===== src/rtl/rf_wport_arbiter_pkg.sv =====
// Shared types and widths for the register-file write-port arbiter and its
// MDU result queue.
package rf_wport_arbiter_pkg;
    localparam int RF_AW = 5;
    localparam int RF_DW = 32;
    localparam int QMAX  = 4;

    typedef struct packed {
        logic             valid;
        logic [RF_AW-1:0] addr;
        logic [RF_DW-1:0] data;
    } rfarb_entry_t;
endpackage


===== src/rtl/rf_wport_arbiter_queue.sv =====
// rfarb_queue: DEPTH-entry circular buffer of MDU results with kill-by-address,
// skip-over-killed head lookup and a two-address pending-match port.
module rfarb_queue
    import rf_wport_arbiter_pkg::*;
#(
    parameter int DEPTH = 2
) (
    input  logic             clk,
    input  logic             reset,
    input  logic             push_en,
    input  logic [RF_AW-1:0] push_addr,
    input  logic [RF_DW-1:0] push_data,
    input  logic             pop_en,
    input  logic             kill_en,
    input  logic [RF_AW-1:0] kill_addr,
    input  logic [RF_AW-1:0] look_a,
    input  logic [RF_AW-1:0] look_b,
    output rfarb_entry_t     head,
    output logic [2:0]       count,
    output logic             hit_a,
    output logic             hit_b
);
    rfarb_entry_t mem_q [QMAX];
    rfarb_entry_t mem_d [QMAX];
    logic [1:0]   head_q, head_d, tail_q, tail_d;
    logic [2:0]   count_q, count_d;
    logic [2:0]   drain_n;
    logic [1:0]   scan_idx, pop_idx;
    logic         found;

    function automatic logic [1:0] wrap(input logic [3:0] p);
        if (p >= 4'(DEPTH)) return 2'(p - 4'(DEPTH));
        return p[1:0];
    endfunction

    // Head is the oldest still-valid entry; drain_n counts it plus any killed
    // entries in front of it (or every entry when all of them are killed).
    always_comb begin
        head     = '0;
        drain_n  = count_q;
        found    = 1'b0;
        scan_idx = '0;
        hit_a    = 1'b0;
        hit_b    = 1'b0;
        for (int i = 0; i < DEPTH; i++) begin
            scan_idx = wrap({2'b00, head_q} + 4'(i));
            if (!found && (3'(i) < count_q) && mem_q[scan_idx].valid) begin
                head    = mem_q[scan_idx];
                drain_n = 3'(i + 1);
                found   = 1'b1;
            end
            if (mem_q[i].valid && (mem_q[i].addr == look_a)) hit_a = 1'b1;
            if (mem_q[i].valid && (mem_q[i].addr == look_b)) hit_b = 1'b1;
        end
    end

    always_comb begin
        mem_d   = mem_q;
        head_d  = head_q;
        tail_d  = tail_q;
        count_d = count_q;
        pop_idx = '0;
        if (kill_en) begin
            for (int i = 0; i < DEPTH; i++) begin
                if (mem_d[i].valid && (mem_d[i].addr == kill_addr)) mem_d[i].valid = 1'b0;
            end
        end
        if (pop_en) begin
            for (int i = 0; i < DEPTH; i++) begin
                pop_idx = wrap({2'b00, head_q} + 4'(i));
                if (3'(i) < drain_n) mem_d[pop_idx].valid = 1'b0;
            end
            head_d  = wrap({2'b00, head_q} + {1'b0, drain_n});
            count_d = count_q - drain_n;
        end
        // A push lands after the pop so a full queue can refill the freed slot.
        if (push_en) begin
            mem_d[tail_q] = '{valid: 1'b1, addr: push_addr, data: push_data};
            tail_d        = wrap({2'b00, tail_q} + 4'd1);
            count_d       = count_d + 3'd1;
        end
    end

    always_ff @(posedge clk) begin
        if (reset) begin
            for (int i = 0; i < QMAX; i++) mem_q[i] <= '0;
            head_q  <= '0;
            tail_q  <= '0;
            count_q <= '0;
        end else begin
            mem_q   <= mem_d;
            head_q  <= head_d;
            tail_q  <= tail_d;
            count_q <= count_d;
        end
    end

    assign count = count_q;
endmodule


===== src/rtl/rf_wport_arbiter.sv =====
// Shares the register-file write port between MEM/WB writeback and the MDU.
// Optional starvation guard (WB_HOLD) is enabled by defining RFARB_STARVE_EN.
module rf_wport_arbiter
    import rf_wport_arbiter_pkg::*;
#(
    parameter int DEPTH      = 2,
    parameter int STARVE_MAX = 4
) (
    input  logic             CLOCK,
    input  logic             RESET,
    input  logic             WB_REGWRITE,
    input  logic [RF_AW-1:0] WB_ADDR,
    input  logic [RF_DW-1:0] WB_DATA,
    input  logic             MDU_VALID,
    input  logic [RF_AW-1:0] MDU_ADDR,
    input  logic [RF_DW-1:0] MDU_DATA,
    output logic             MDU_READY,
    input  logic [RF_AW-1:0] ID_RS,
    input  logic [RF_AW-1:0] ID_RT,
    output logic             PEND_RS_HIT,
    output logic             PEND_RT_HIT,
    output logic             WB_HOLD,
    output logic             RF_WR,
    output logic [RF_AW-1:0] RF_ADDR,
    output logic [RF_DW-1:0] RF_DATA
);
    localparam logic [2:0] DEPTH_C = 3'(DEPTH);

    rfarb_entry_t q_head;
    logic [2:0]   q_count;
    logic         q_hit_rs, q_hit_rt;
    logic         pop_en, mdu_accept, bypass, push_en, kill_en, rf_wr_raw;

    rfarb_queue #(.DEPTH(DEPTH)) u_queue (
        .clk       (CLOCK),
        .reset     (RESET),
        .push_en   (push_en),
        .push_addr (MDU_ADDR),
        .push_data (MDU_DATA),
        .pop_en    (pop_en),
        .kill_en   (kill_en),
        .kill_addr (WB_ADDR),
        .look_a    (ID_RS),
        .look_b    (ID_RT),
        .head      (q_head),
        .count     (q_count),
        .hit_a     (q_hit_rs),
        .hit_b     (q_hit_rt)
    );

    // Any idle-WB cycle with a non-empty queue drains at least one slot, so
    // the MDU may be accepted even when the queue is full.
    always_comb begin
        pop_en     = !RESET && !WB_REGWRITE && (q_count != 3'd0);
        MDU_READY  = !RESET && ((q_count < DEPTH_C) || pop_en);
        mdu_accept = MDU_VALID && MDU_READY;
        bypass     = mdu_accept && !WB_REGWRITE && !q_head.valid;
        push_en    = mdu_accept && !bypass && (MDU_ADDR != '0);
        kill_en    = !RESET && WB_REGWRITE && (WB_ADDR != '0);
    end

    always_comb begin
        rf_wr_raw = 1'b0;
        RF_ADDR   = WB_ADDR;
        RF_DATA   = WB_DATA;
        if (WB_REGWRITE) begin
            rf_wr_raw = 1'b1;
        end else if (q_head.valid) begin
            rf_wr_raw = 1'b1;
            RF_ADDR   = q_head.addr;
            RF_DATA   = q_head.data;
        end else if (mdu_accept) begin
            rf_wr_raw = 1'b1;
            RF_ADDR   = MDU_ADDR;
            RF_DATA   = MDU_DATA;
        end
        RF_WR = rf_wr_raw && !RESET && (RF_ADDR != '0);
    end

    always_comb begin
        PEND_RS_HIT = !RESET && (ID_RS != '0) && (q_hit_rs || (push_en && (MDU_ADDR == ID_RS)));
        PEND_RT_HIT = !RESET && (ID_RT != '0) && (q_hit_rt || (push_en && (MDU_ADDR == ID_RT)));
    end

`ifdef RFARB_STARVE_EN
    localparam logic [3:0] STARVE_LIM = 4'(STARVE_MAX);

    logic [3:0] starve_q, starve_d;
    logic       hold_q, hold_d;

    // Counter saturates at the limit so WB_HOLD stays up until the next pop.
    always_comb begin
        starve_d = starve_q;
        hold_d   = hold_q;
        if (pop_en || (q_count == 3'd0)) begin
            starve_d = '0;
            hold_d   = 1'b0;
        end else if (WB_REGWRITE) begin
            if (starve_q < STARVE_LIM) starve_d = starve_q + 4'd1;
            hold_d = hold_q || (starve_d >= STARVE_LIM);
        end
    end

    always_ff @(posedge CLOCK) begin
        if (RESET) begin
            starve_q <= '0;
            hold_q   <= 1'b0;
        end else begin
            starve_q <= starve_d;
            hold_q   <= hold_d;
        end
    end

    assign WB_HOLD = hold_q;
`else
    logic unused_starve_cfg;
    assign unused_starve_cfg = (STARVE_MAX == 0);
    assign WB_HOLD = 1'b0;
`endif
endmodule


===== config.mk =====
export PLATFORM = sky130hd
export DESIGN_NAME = rf_wport_arbiter
export DESIGN_NICKNAME = d
export VERILOG_FILES = /design/src/rtl/rf_wport_arbiter_pkg.sv /design/src/rtl/rf_wport_arbiter_queue.sv /design/src/rtl/rf_wport_arbiter.sv
export SDC_FILE = /design/constraint.sdc
export NUM_CORES = 1
export LEC_CHECK = 0
export ABC_AREA = 1
export CAP_MARGIN = 20
export CORE_ASPECT_RATIO = 1.5
export CORE_MARGIN = 4
export CORE_UTILIZATION = 58
export CTS_CLUSTER_DIAMETER = 60
export DETAILED_ROUTE_END_ITERATION = 10
export GPL_TIMING_DRIVEN = 1
export HOLD_SLACK_MARGIN = 0.03
export PLACE_DENSITY = 0.85
export SYNTH_ARGS = -nofsm -noshare
export SYNTH_HDL_FRONTEND = slang
export SYNTH_SLANG_ARGS = --single-unit
export TNS_END_PERCENT = 20

===== constraint.sdc =====
create_clock -name CLOCK -period 4.7 [get_ports CLOCK]
set_input_delay 0.94 -clock CLOCK [delete_from_list [all_inputs] [get_ports CLOCK]]
set_output_delay 0.94 -clock CLOCK [all_outputs]
set_load 0.01 [all_outputs]

=== Yosys cells after proc, flatten, opt, wreduce, memory -nomap -nowiden ===
Index checks and enable logic that the tools add are counted.
Widths: inputs -> output; s select.

* Register bits after elaboration: 159
* Latch bits: 0
* Memory bits (writable): 0
* Memory bits (read-only): 0
* Input port bits: 88
* Output and inout bits: 42
* Word-level logic and storage cells: 162
* Memories kept: 0

* Add/subtract/negate cells: 9
* Multiply operators: 0
* Divide/modulo/power cells: 0
* Magnitude comparators: 17
* Equality and inequality tests: 8
* Shift-type cells: 0
* Mux-type cells: 64
* Bitwise logic cells: 5
* Reductions and logical operators: 44

{| class="wikitable"
|+ Operators by type and width
! operator !! number
|-
| $mux 152 || 5
|-
| $bwmux 152 || 3
|-
| $mux 38 || 9
|-
| $demux 38 s2 || 3
|-
| $bmux 38 s2 || 2
|-
| $mux 32 || 3
|-
| $eq 5x5->1 || 8
|-
| $logic_and 1x1->1 || 30
|-
| $reduce_bool 5->1 || 5
|-
| $mux 2 || 12
|-
| $mux 1 || 20
|-
| $ge 3x3->1 const B || 5
|-
| $mux 5 || 3
|-
| $not 2->3 || 5
|-
| $lt 1x3->1 const A || 4
|-
| $mux 3 || 4
|-
| $lt 3x1->1 const B || 3
|-
| $sub 2x2->2 const B || 4
|-
| $add 2x1->3 const B || 2
|-
| $ge 3x2->1 const B || 2
|-
| $logic_not 1->1 || 5
|-
| $add 2x3->4 || 1
|-
| $ge 4x2->1 const B || 1
|-
| $add 3x1->3 const B || 1
|-
| other kinds (5) || 7
|}

=== Logic depth before layout (Yosys ltp) ===
Gate-level depths: netlist of run 1.

* Depth after elaboration: 21
* Depth in mapped cells: 18
* Gate-level depth less buffers: 16

=== Hierarchy ===
A second synthesis of run 1 with hierarchy kept.

* Cells, all modules: 1143
* Area, all modules: 7455.9 um2

{| class="wikitable"
|+ By module, submodules not included
! module !! times used !! cells each !! area an instance (um2) !! seq. area each (um2)
|-
| rfarb_queue || 1 || 880 || 6125.9 || 2422.3
|-
| rf_wport_arbiter || 1 || 263 || 1330.0 || 0.0
|}

=== Worst setup path before layout of run 1 ===
OpenSTA, ideal clock, no wires.

* Path kind: input to output
* Start: in RESET
* End: out PEND_RS_HIT
* Arrival time: 2.387 ns
* Data required time: 3.760 ns
* Slack: 1.373 ns
* Cell stages on the path: 12
* Buffers on the path: 3
* Cell sequence: inv_2 -> nand2_1 -> nand2_2 -> nand2_1 -> a31oi_1 -> nand2_4 -> inv_2 -> buf_6 -> buf_6 -> buf_6 -> nand3_1 -> a31oi_1

* Word-level cells in the longest chain between the ends: 14
* Elaborated cells between the ends (all ways): 15
* Those cells by class: reduce/logical (15)

{| class="wikitable"
|+ Ends and longest elaborated chain
! what !! RTL line !! source
|-
| start: declaration || rf_wport_arbiter.sv:10 || <nowiki>input logic RESET,</nowiki>
|-
| $logic_not 1->1 (*) || rf_wport_arbiter.sv:54, rf_wport_arbiter.sv:55 ||
|-
| $logic_and 1x1->1 (2 in a row) || rf_wport_arbiter.sv:54 || <nowiki>pop_en = !RESET && !WB_REGWRITE && (q_count != 3'd0);</nowiki>
|-
| $logic_or 1x1->1 || rf_wport_arbiter.sv:55 || <nowiki>MDU_READY = !RESET && ((q_count < DEPTH_C) || pop_en);</nowiki>
|-
| $logic_and 1x1->1 (*) || rf_wport_arbiter.sv:55 ||
|-
| net MDU_READY || rf_wport_arbiter.sv:17 || <nowiki>output logic MDU_READY,</nowiki>
|-
| $logic_and 1x1->1 (*) || rf_wport_arbiter.sv:56 || <nowiki>mdu_accept = MDU_VALID && MDU_READY;</nowiki>
|-
| $logic_and 1x1->1 (2 in a row) || rf_wport_arbiter.sv:57 || <nowiki>bypass = mdu_accept && !WB_REGWRITE && !q_head.valid;</nowiki>
|-
| $logic_not 1->1 || rf_wport_arbiter.sv:58 || <nowiki>push_en = mdu_accept && !bypass && (MDU_ADDR != '0);</nowiki>
|-
| $logic_and 1x1->1 (*) (2 in a row) || rf_wport_arbiter.sv:58 ||
|-
| $logic_and 1x1->1 (*) || rf_wport_arbiter.sv:81 || <nowiki>PEND_RS_HIT = !RESET && (ID_RS != '0) && (q_hit_rs || (push_en && (MDU_ADDR == ID_RS)));</nowiki>
|-
| $logic_or 1x1->1 (*) || rf_wport_arbiter.sv:81 ||
|-
| $logic_and 1x1->1 (*) || rf_wport_arbiter.sv:81 ||
|-
| end: declaration || rf_wport_arbiter.sv:20 || <nowiki>output logic PEND_RS_HIT,</nowiki>
|}

Mark *: on every way through the listed nets, which the timed path passes. The rest lies on a longest branch.

=== Final worst setup path of run 1 ===
* Start: reg u_queue.head_q[0]
* End: out PEND_RT_HIT

* Word-level cells in the longest chain between the ends: 21
* Elaborated cells between the ends (all ways): 34
* Those cells by class: add/sub (3); order compare (2); mux (15); bitwise (2); reduce/logical (12)

{| class="wikitable"
|+ Ends and longest elaborated chain
! what !! RTL line !! source
|-
| start: declaration || rf_wport_arbiter_queue.sv:25 || <nowiki>logic [1:0] head_q, head_d, tail_q, tail_d;</nowiki>
|-
| start signal: assignment || rf_wport_arbiter_queue.sv:87 || <nowiki>head_q <= '0;</nowiki>
|-
| start signal: assignment || rf_wport_arbiter_queue.sv:92 || <nowiki>head_q <= head_d;</nowiki>
|-
| branches (longest 12 deep; another with $add 2x1->3) || n/a ||
|-
| $mux 38 (*) || rf_wport_arbiter_queue.sv:47 || <nowiki>if (!found && (3'(i) < count_q) && mem_q[scan_idx].valid) begin</nowiki>
|-
| $logic_not 1->1 (*) || rf_wport_arbiter.sv:57 ||
|-
| $logic_and 1x1->1 (*) || rf_wport_arbiter.sv:57 ||
|-
| $logic_not 1->1 (*) || rf_wport_arbiter.sv:58 ||
|-
| $logic_and 1x1->1 (*) (2 in a row) || rf_wport_arbiter.sv:58 ||
|-
| $logic_and 1x1->1 (*) || rf_wport_arbiter.sv:82 || <nowiki>PEND_RT_HIT = !RESET && (ID_RT != '0) && (q_hit_rt || (push_en && (MDU_ADDR == ID_RT)));</nowiki>
|-
| $logic_or 1x1->1 (*) || rf_wport_arbiter.sv:82 ||
|-
| $logic_and 1x1->1 (*) || rf_wport_arbiter.sv:82 ||
|-
| end: declaration || rf_wport_arbiter.sv:21 || <nowiki>output logic PEND_RT_HIT,</nowiki>
|}

Every way passes the cells marked *. The select of a mux whose other input is x is not followed.

==> qor.yml, run 1 <==
fp-row-count: 52
power-per-cell-area_nw_per_um2: 298.6
power.total_mw: 2.951
p_leak_nw: 4.203
clock_insertion_delay_worst_skew_ns: 0.41
grt_overflow: 0
timing.critical_path.mode_cell: "nand3_1"
post_cts_hold_buffer_count: 0
final_cell_mix: "nand2_1 (426), nor2_1 (160), clkdlybuf4s50_1 (127)"
port_buffers: 128
final_critical_path_setup_slack_ns: 0.3276
drtAntennaViolNets: 0
max-vdd-ir-drop_uv: 269.0
avgViaCountPerCell: 5.912
post_cts.resized_instances: 0
final_cell_count_no_fill: 1568
clkTransAtPathRegs_ns: 0.06
status: "completed"
tritoncts.num_buffers: 17
tritoncts: "done"
final_min_period_over_clock_period_pct: 93.03
grt_pass1_vias: 8768
hold_end: "u_queue.mem_q[43]"
post_route_cells_drive_above_1_share_pct: 5.477
critPathLaunchType: "register"
number_of_max_cap_violations: 0
timing_worst_slew_pin_value_ns: 0.9008
dp_hpwl_mm: 16.55
critPathKind: "register to output pin"
hold_depth: 2
max-slew-margin-rel_pct: 39.87
ctsLongestPathBuffers: 2
share_of_synthesized_area_occupied_by_flip_flops_and_latches_pct: 30.02
cp_cell_sequence: "inv_2 -> nand2_1 -> nand3_1 -> nor2_4 -> nor2_8 -> nand2_2 -> nand2_4 -> inv_2 -> nand3_1 -> nand3_1 -> inv_1 -> nor2_1 -> clkdlybuf4s50_1"
setup_total_negative_slack_ns: 0
cts.root.buffer_cell: "clkbuf_16"
worst_path_dominant_cell_family: "simple AND/OR/NAND/NOR gates"
total_i_o_pin_count: 130
syn_to_final_growth_pct: 22.52
r2r-start: "u_queue.head_q[0]"
cp_slowest_cell: "nor2_4"
report.final.slew_viol_count: 0
floorplan.core_area_sq_um: 13600
number_of_iterations_in_the_first_detailed_routing_pass: 5
timing.reg2reg.worst_path_depth: 14
mostFrequentLayoutCell: "nand2_1"
design.die.area_sq_um: 15900
holdCritPathClass: "register to register"
n_antenna_cell: 0
synth_register_bits: 121
cts_htree_levels: 4
synth_cell_type_count: 41
wire_length_of_the_first_global_routing_pass_mm: 41.87
critical_path_arrival_ns: 3.43
skew_ns: 0.006813
maximum_clock_frequency_mhz: 228.7
critPathCaptureType: "output pin"
cpPeakStageDelay_ns: 0.64
synth.yosys.warnings: 0
die_width_um: 104.3
synth-edff-count: 0
fp.dieH_um: 152.4
wire_length_after_detailed_routing_mm: 25.56
detailedPlace.worstSlack_ns: 0.4436
postSynthAreaPerCell_sq_um: 6.084
cts_setup_buffers: 0
synth_top_flop_cell: "dfxtp_1"
timing.final.hold_violations: 0
netlist_instances: 1326
via_count: 9270
nets: 1488
path_max_fanout: 24
min_from: "u_queue.mem_q[43]"
grt_start_max_net_pins: 56
place.gp.congestion: 1.017
synth.net_count: 1420
setup.reg_to_reg.worst_slack_ns: 0.69
synthesis.area_sq_um: 8068
worst-endpoint-required_ns: 3.76
rsz0062_at_grt: "false"
finalCriticalPeriod_ns: 4.372
drt_drc_violations_left: 0
cts_sinks: 121
drt-wirelength-per-cell_um: 16.30
drt_iter0_markers: 786
dp.cells: 1537
grt.total_usage_pct: 31.35
grt_antenna_before_repair: 0
timing.rr.end: "u_queue.mem_q[108]"
floorplan.initialDensity_pct: 59.33
synth-async-reset-ratio_pct: 0
setup_viol_count_final: 0
critical_path_buf_inv_count: 4
==> sequential cells by signal, summed over array words and instances (netlist names) <==
register and cells:
u_queue.head_q 2, u_queue.count 3, u_queue.tail_q 2, u_queue.mem_q 114
==> kinds of logic (layout without fill, tap and decap cells) <==
logic type	Yosys count	in the layout	synth area share, %
fa+ha+maj	6	6	1.117
other cells	1	1	0.04648
simple gates	731	731	37.75
flops	121	121	30.02
xor+xnor	23	23	2.497
compound gates	227	227	17.57
buf+inv	217	297	11.00
==> power by group <==
group	switching, mW	total, mW	internal [mW]
Sequential	0.0319	1.09	1.05
Clock	0.498	1.29	0.796
Combinational	0.323	0.571	0.248
==> through the flow <==
step,cell area [sq um],hold WS (ns),utilization [%]
finish,9884,0.4618,72.69
global route,9884,0.4782,72.69
CTS,9876,0.4623,72.63
detailed placement,9290,0.4531,68.32
global placement,9290,0.4486,68.32
floorplan,8068,0.4401,-
==> cell type report <==
cell class	instances	area (sq um)
multi-input combinational	988	4773
fill	1153	3714
sequential	121	2424
timing repair buffer	155	1483
clock buffer	18	439.2
inverter	111	416.7
tap	162	202.7
clock inverter	13	146.4
==> worst register-to-register path, delay by kind of cell, from the launching register on <==
family	cells	cell delay (ns)
buffers and inverters	4	1.20
flip-flops	1	0.63
AND/OR/NAND/NOR	10	2.11
==> metal layers <==
layer / global-route usage (%) / up-vias / wire (um)
li1: - / 4492 / -
met1: 35.68 / 4235 / 9818
met2: 56.32 / 457 / 12940
met3: 4.239 / 86 / 1841
met4: 16.60 / 0 / 956
met5: 0 / - / 0
==> cell usage after synthesis, types with 19 or more instances <==
library cell	instances	area share, %
nand4_1	56	4.3
a21oi_1	98	6.1
nand2_1	426	20
buf_2	25	1.6
nor3_1	19	1.2
o211ai_1	20	1.9
nor2_1	160	7.4
o21ai_0	24	1.5
dfxtp_1	121	30
clkbuf_1	63	2.9
nand3_1	57	3.5
inv_1	105	4.9
==> how the worst max path moves through the flow <==
stage / start / end / slack, ns / cells after the start
3_3_place_gp: WB_REGWRITE / RF_WR / 0.49 / 14
5_1_grt: u_queue.head_q[0] / PEND_RT_HIT / 0.15 / 13
3_5_place_dp: WB_REGWRITE / RF_WR / 0.44 / 14
4_1_cts: u_queue.head_q[0] / RF_DATA[11] / 0.21 / 10
2_1_floorplan: RESET / PEND_RS_HIT / 1.37 / 12
6_report: u_queue.head_q[0] / PEND_RT_HIT / 0.33 / 13
(Power assumes the default switching activity.)
==> inputs of run 2 (changes only) <==
--- a/config.mk
+++ b/config.mk
@@ -11,3 +11,3 @@
 export CORE_MARGIN = 4
-export CORE_UTILIZATION = 58
+export CORE_UTILIZATION = 57
 export CTS_CLUSTER_DIAMETER = 60
@@ -16,5 +16,7 @@
 export HOLD_SLACK_MARGIN = 0.03
-export PLACE_DENSITY = 0.85
+export MAX_ROUTING_LAYER = met4
+export PLACE_DENSITY = 0.84
 export SYNTH_ARGS = -nofsm -noshare
 export SYNTH_HDL_FRONTEND = slang
+export SYNTH_HIERARCHICAL = 1
 export SYNTH_SLANG_ARGS = --single-unit
--- a/constraint.sdc
+++ b/constraint.sdc
@@ -3,2 +3,2 @@
 set_output_delay 0.94 -clock CLOCK [all_outputs]
-set_load 0.01 [all_outputs]
+set_load 0.005 [all_outputs]
==> run 2 against run 1 <==
  * Area after synthesis shrank 7.6%
  * Sequential share of layout area grew 1.3 points
  * Non-clock buffer count shrank 9
  * First-iteration DRC count shrank 22%
  * Synthesized cell count shrank 14%
  * Fmax grew 1.4%
  * Wire length shrank 5.1%
  * Core utilization grew 1.6 points
  * Setup slack gained 0.061 ns
  * Via count shrank 8.6%
  * Final area shrank 5.0%
  * Largest power group unchanged
  * Highest routed layer unchanged
==> qor.yml, run 2 <==
regArea_sq_um: 2424  # unchanged
skew_ns: 0.01103  # +0.004212 ns
leading_cell_types_by_total_area_after_synthesis: "dfxtp_1 (32%), o21ai_0 (13%), nand2_1 (9.3%)"
fp-row-count: 50  # -3.8%
floorplan.core_area_sq_um: 12640  # -7.1%
clkTransAtPathRegs_ns: 0.06  # about the same
detail_route.wirelength.met1_mm: 8.976  # -8.6%
grt_overflow: 0  # unchanged
floorplan.initialDensity_pct: 59.00  # -0.33 points
tritoncts: "done"
final_cell_mix: "o21ai_0 (191), nand2_1 (183), nor2_1 (146)"
drt-wirelength-per-cell_um: 17.37  # +6.6%
drt_drc_violations_left: 0  # unchanged
tritoncts.num_buffers: 17  # unchanged
worst-endpoint-required_ns: 3.76  # about the same
wire_length_after_detailed_routing_mm: 24.25  # -5.1%
post_cts_hold_buffer_count: 0  # unchanged
p_leak_nw: 3.460  # -18%
layout.filler_cells: 1036  # -10%
place.gp.congestion: 1.036  # +1.8%
synthesis.area_sq_um: 7456  # -7.6%
avgViaCountPerCell: 6.067  # +2.6%
post_synth_most_frequent_cells: "o21ai_0 (191), nand2_1 (185), nor2_1 (147)"
mostFrequentLayoutCell: "o21ai_0"
maximum_clock_frequency_mhz: 231.9  # +1.4%
cpPeakStageDelay_ns: 0.55  # -0.09 ns
synth_register_bits: 121  # unchanged
total_i_o_pin_count: 130  # unchanged
critPathLaunchType: "register"
status: "completed"
die_width_um: 101.4  # -2.8%
rsz0062_at_grt: "false"
port_buffers: 128  # unchanged
synth_top_flop_cell: "dfxtp_1"
critical_path_arrival_ns: 3.37  # -0.06 ns
dp_hpwl_mm: 15.35  # -7.3%
cp_cell_sequence: "nand2_1 -> nand2_2 -> nor2_4 -> nand2_2 -> nand2_1 -> nor2_2 -> buf_12 -> inv_1 -> o31ai_1 -> clkdlybuf4s50_1"
multi_input_area_sq_um: 4214  # -12%
post_cts.resized_instances: 0  # unchanged
n_antenna_cell: 0  # unchanged
finalCriticalPeriod_ns: 4.312  # -0.06070 ns
clock_insertion_delay_worst_skew_ns: 0.42  # about the same
number_of_max_cap_violations: 0  # unchanged
grt_antenna_before_repair: 0  # unchanged
synth_cell_type_count: 45  # +9.8%
wire_length_of_the_first_global_routing_pass_mm: 39.03  # -6.8%
cts_setup_buffers: 0  # unchanged
post_route_cells_drive_above_1_share_pct: 5.968  # +0.49 points
drtAntennaViolNets: 0  # unchanged
max-slew-margin-rel_pct: 31.91  # -8.0 points
netlist_instances: 1143  # -14%
holdCritPathClass: "register to register"
highest_layer: "met4"
timing_worst_slew_pin_value_ns: 1.021  # +0.1206 ns
cts.root.buffer_cell: "clkbuf_16"
critPathKind: "register to output pin"
synth.net_count: 1237  # -13%
wl_met2_mm: 12.29  # -5.0%
cts_htree_levels: 4  # unchanged
setup_total_negative_slack_ns: 0  # unchanged
timing.final.hold_violations: 0  # unchanged
drt_iter0_markers: 612  # -22%
design.die.area_sq_um: 15010  # -5.6%
netlist.area_leader.share_pct: 32.49  # +2.5 points
report.final.slew_viol_count: 0  # unchanged
post-route-util_pct: 74.32  # +1.6 points
cp_slowest_cell: "clkdlybuf4s50_1"
critPathCaptureType: "output pin"
fp.dieH_um: 148.1  # -2.9%
path_max_fanout: 27  # +13%
grt.total_usage_pct: 33.07  # +1.7 points
via_count: 8469  # -8.6%
number_of_iterations_in_the_first_detailed_routing_pass: 7  # +2
cts_sinks: 121  # unchanged
nets: 1321  # -11%
synth_largest_area_cell: "dfxtp_1"
synth-edff-count: 0  # unchanged
registers.top_by_ff_count: "u_queue/mem_q"
postSynthAreaPerCell_sq_um: 6.523  # +7.2%
ctsLongestPathBuffers: 2  # unchanged
largest_reg_flops: 114  # unchanged
synthMostInstantiatedCell: "o21ai_0"
synth.yosys.warnings: 6  # +6
power-per-cell-area_nw_per_um2: 313.2  # +4.9%
share_of_synthesized_area_occupied_by_flip_flops_and_latches_pct: 32.49  # +2.5 points
routed-wl-met3_mm: 1.911  # +3.8%
final_min_period_over_clock_period_pct: 91.74  # -1.3 points
syn_to_final_growth_pct: 25.96
grt_start_max_net_pins: 118  # +110%
grt_pass1_vias: 8245  # -6.0%
max-vdd-ir-drop_uv: 209.1  # -22%
setup_viol_count_final: 0  # unchanged
synth-async-reset-ratio_pct: 0  # unchanged
[run 2: cell types whose count changed after synthesis, moves of 16 or more]
| cell | before | now |
|---|---|---|
| o21ai_1 | 0 | 20 |
| nand3_1 | 57 | 22 |
| a22o_1 | 0 | 16 |
| o21ai_0 | 24 | 191 |
| o22a_1 | 18 | 0 |
| a221oi_1 | 3 | 21 |
| nand2_1 | 426 | 185 |
| clkbuf_1 | 63 | 47 |
| nand4_1 | 56 | 2 |
[run 2: cell families (layout without fill, tap and decap cells)]
group	Yosys count	in the layout	share of synthesized area (%)
adder cells (fa/ha/maj)	6	6	1.208
AND/OR/NAND/NOR	375	375	20.04
AO/OA/AOI/OAI	419	419	32.77
buffers and inverters	201	298	11.09
other	1	1	0.05030
flip-flops	121	121	32.49
XOR/XNOR	20	20	2.349
[run 2: metrics by stage]
| step | setup slack (ns) | hold slack [ns] | power [mW] | cell area [sq um] | instances |
|---|---|---|---|---|---|
| floorplan | 1.897 | 0.4229 | 1.315 | 7456 | 1143 |
| global placement | 0.6038 | 0.4333 | 1.540 | 8753 | 1364 |
| detailed placement | 0.5836 | 0.4383 | 1.547 | 8753 | 1364 |
| CTS | 0.3736 | 0.4460 | 2.935 | 9392 | 1396 |
| global route | 0.2185 | 0.4588 | 3.032 | 9392 | 1396 |
| finish | 0.3883 | 0.4469 | 2.942 | 9392 | 1396 |
[run 2: routing by layer]
layer  vias to the layer above  global-route usage [%]
li1                       4040                       -
met1                      3877                   36.05
met2                       453                   56.42
met3                        99                   5.397
met4                         0                   18.16
met5                         -                       -
[run 2: final cells by class]
cell class,instances,share of cell area [%]
clock buffers,19,4.716
inverters,120,4.836
well taps,156,2.078
clock inverters,13,2.078
flip-flops and latches,121,25.81
repair buffers,146,15.61
multi-input cells,821,44.87
[run 2: worst paths after layout]
check | depth (start not counted) | startpoint | slack (ns) | end
worst min register to register | 2 | u_queue/mem_q[71] | 0.45 | u_queue/mem_q[71]
worst max-delay path | 10 | u_queue/mem_q[151] | 0.39 | RF_DATA[12]
worst max register to register | 16 | u_queue/head_q[1] | 1.19 | u_queue/count[2]
worst min-delay path | 2 | u_queue/mem_q[71] | 0.45 | u_queue/mem_q[71]
[run 2: power breakdown]
part | switching [mW] | total [mW] | internal (mW)
registers | 0.0155 | 1.07 | 1.05
logic | 0.253 | 0.466 | 0.213
clock network | 0.502 | 1.41 | 0.906
total | 0.770 | 2.94 | 2.17
[run 2: worst max-delay path: cells and delay by family, from the launching register on]
family                 cells  cell delay [ns]
DFF                        1             0.45
and+or+nand+nor            6             1.30
buffers and inverters      3             0.91
AOI/OAI and AO/OA          1             0.27
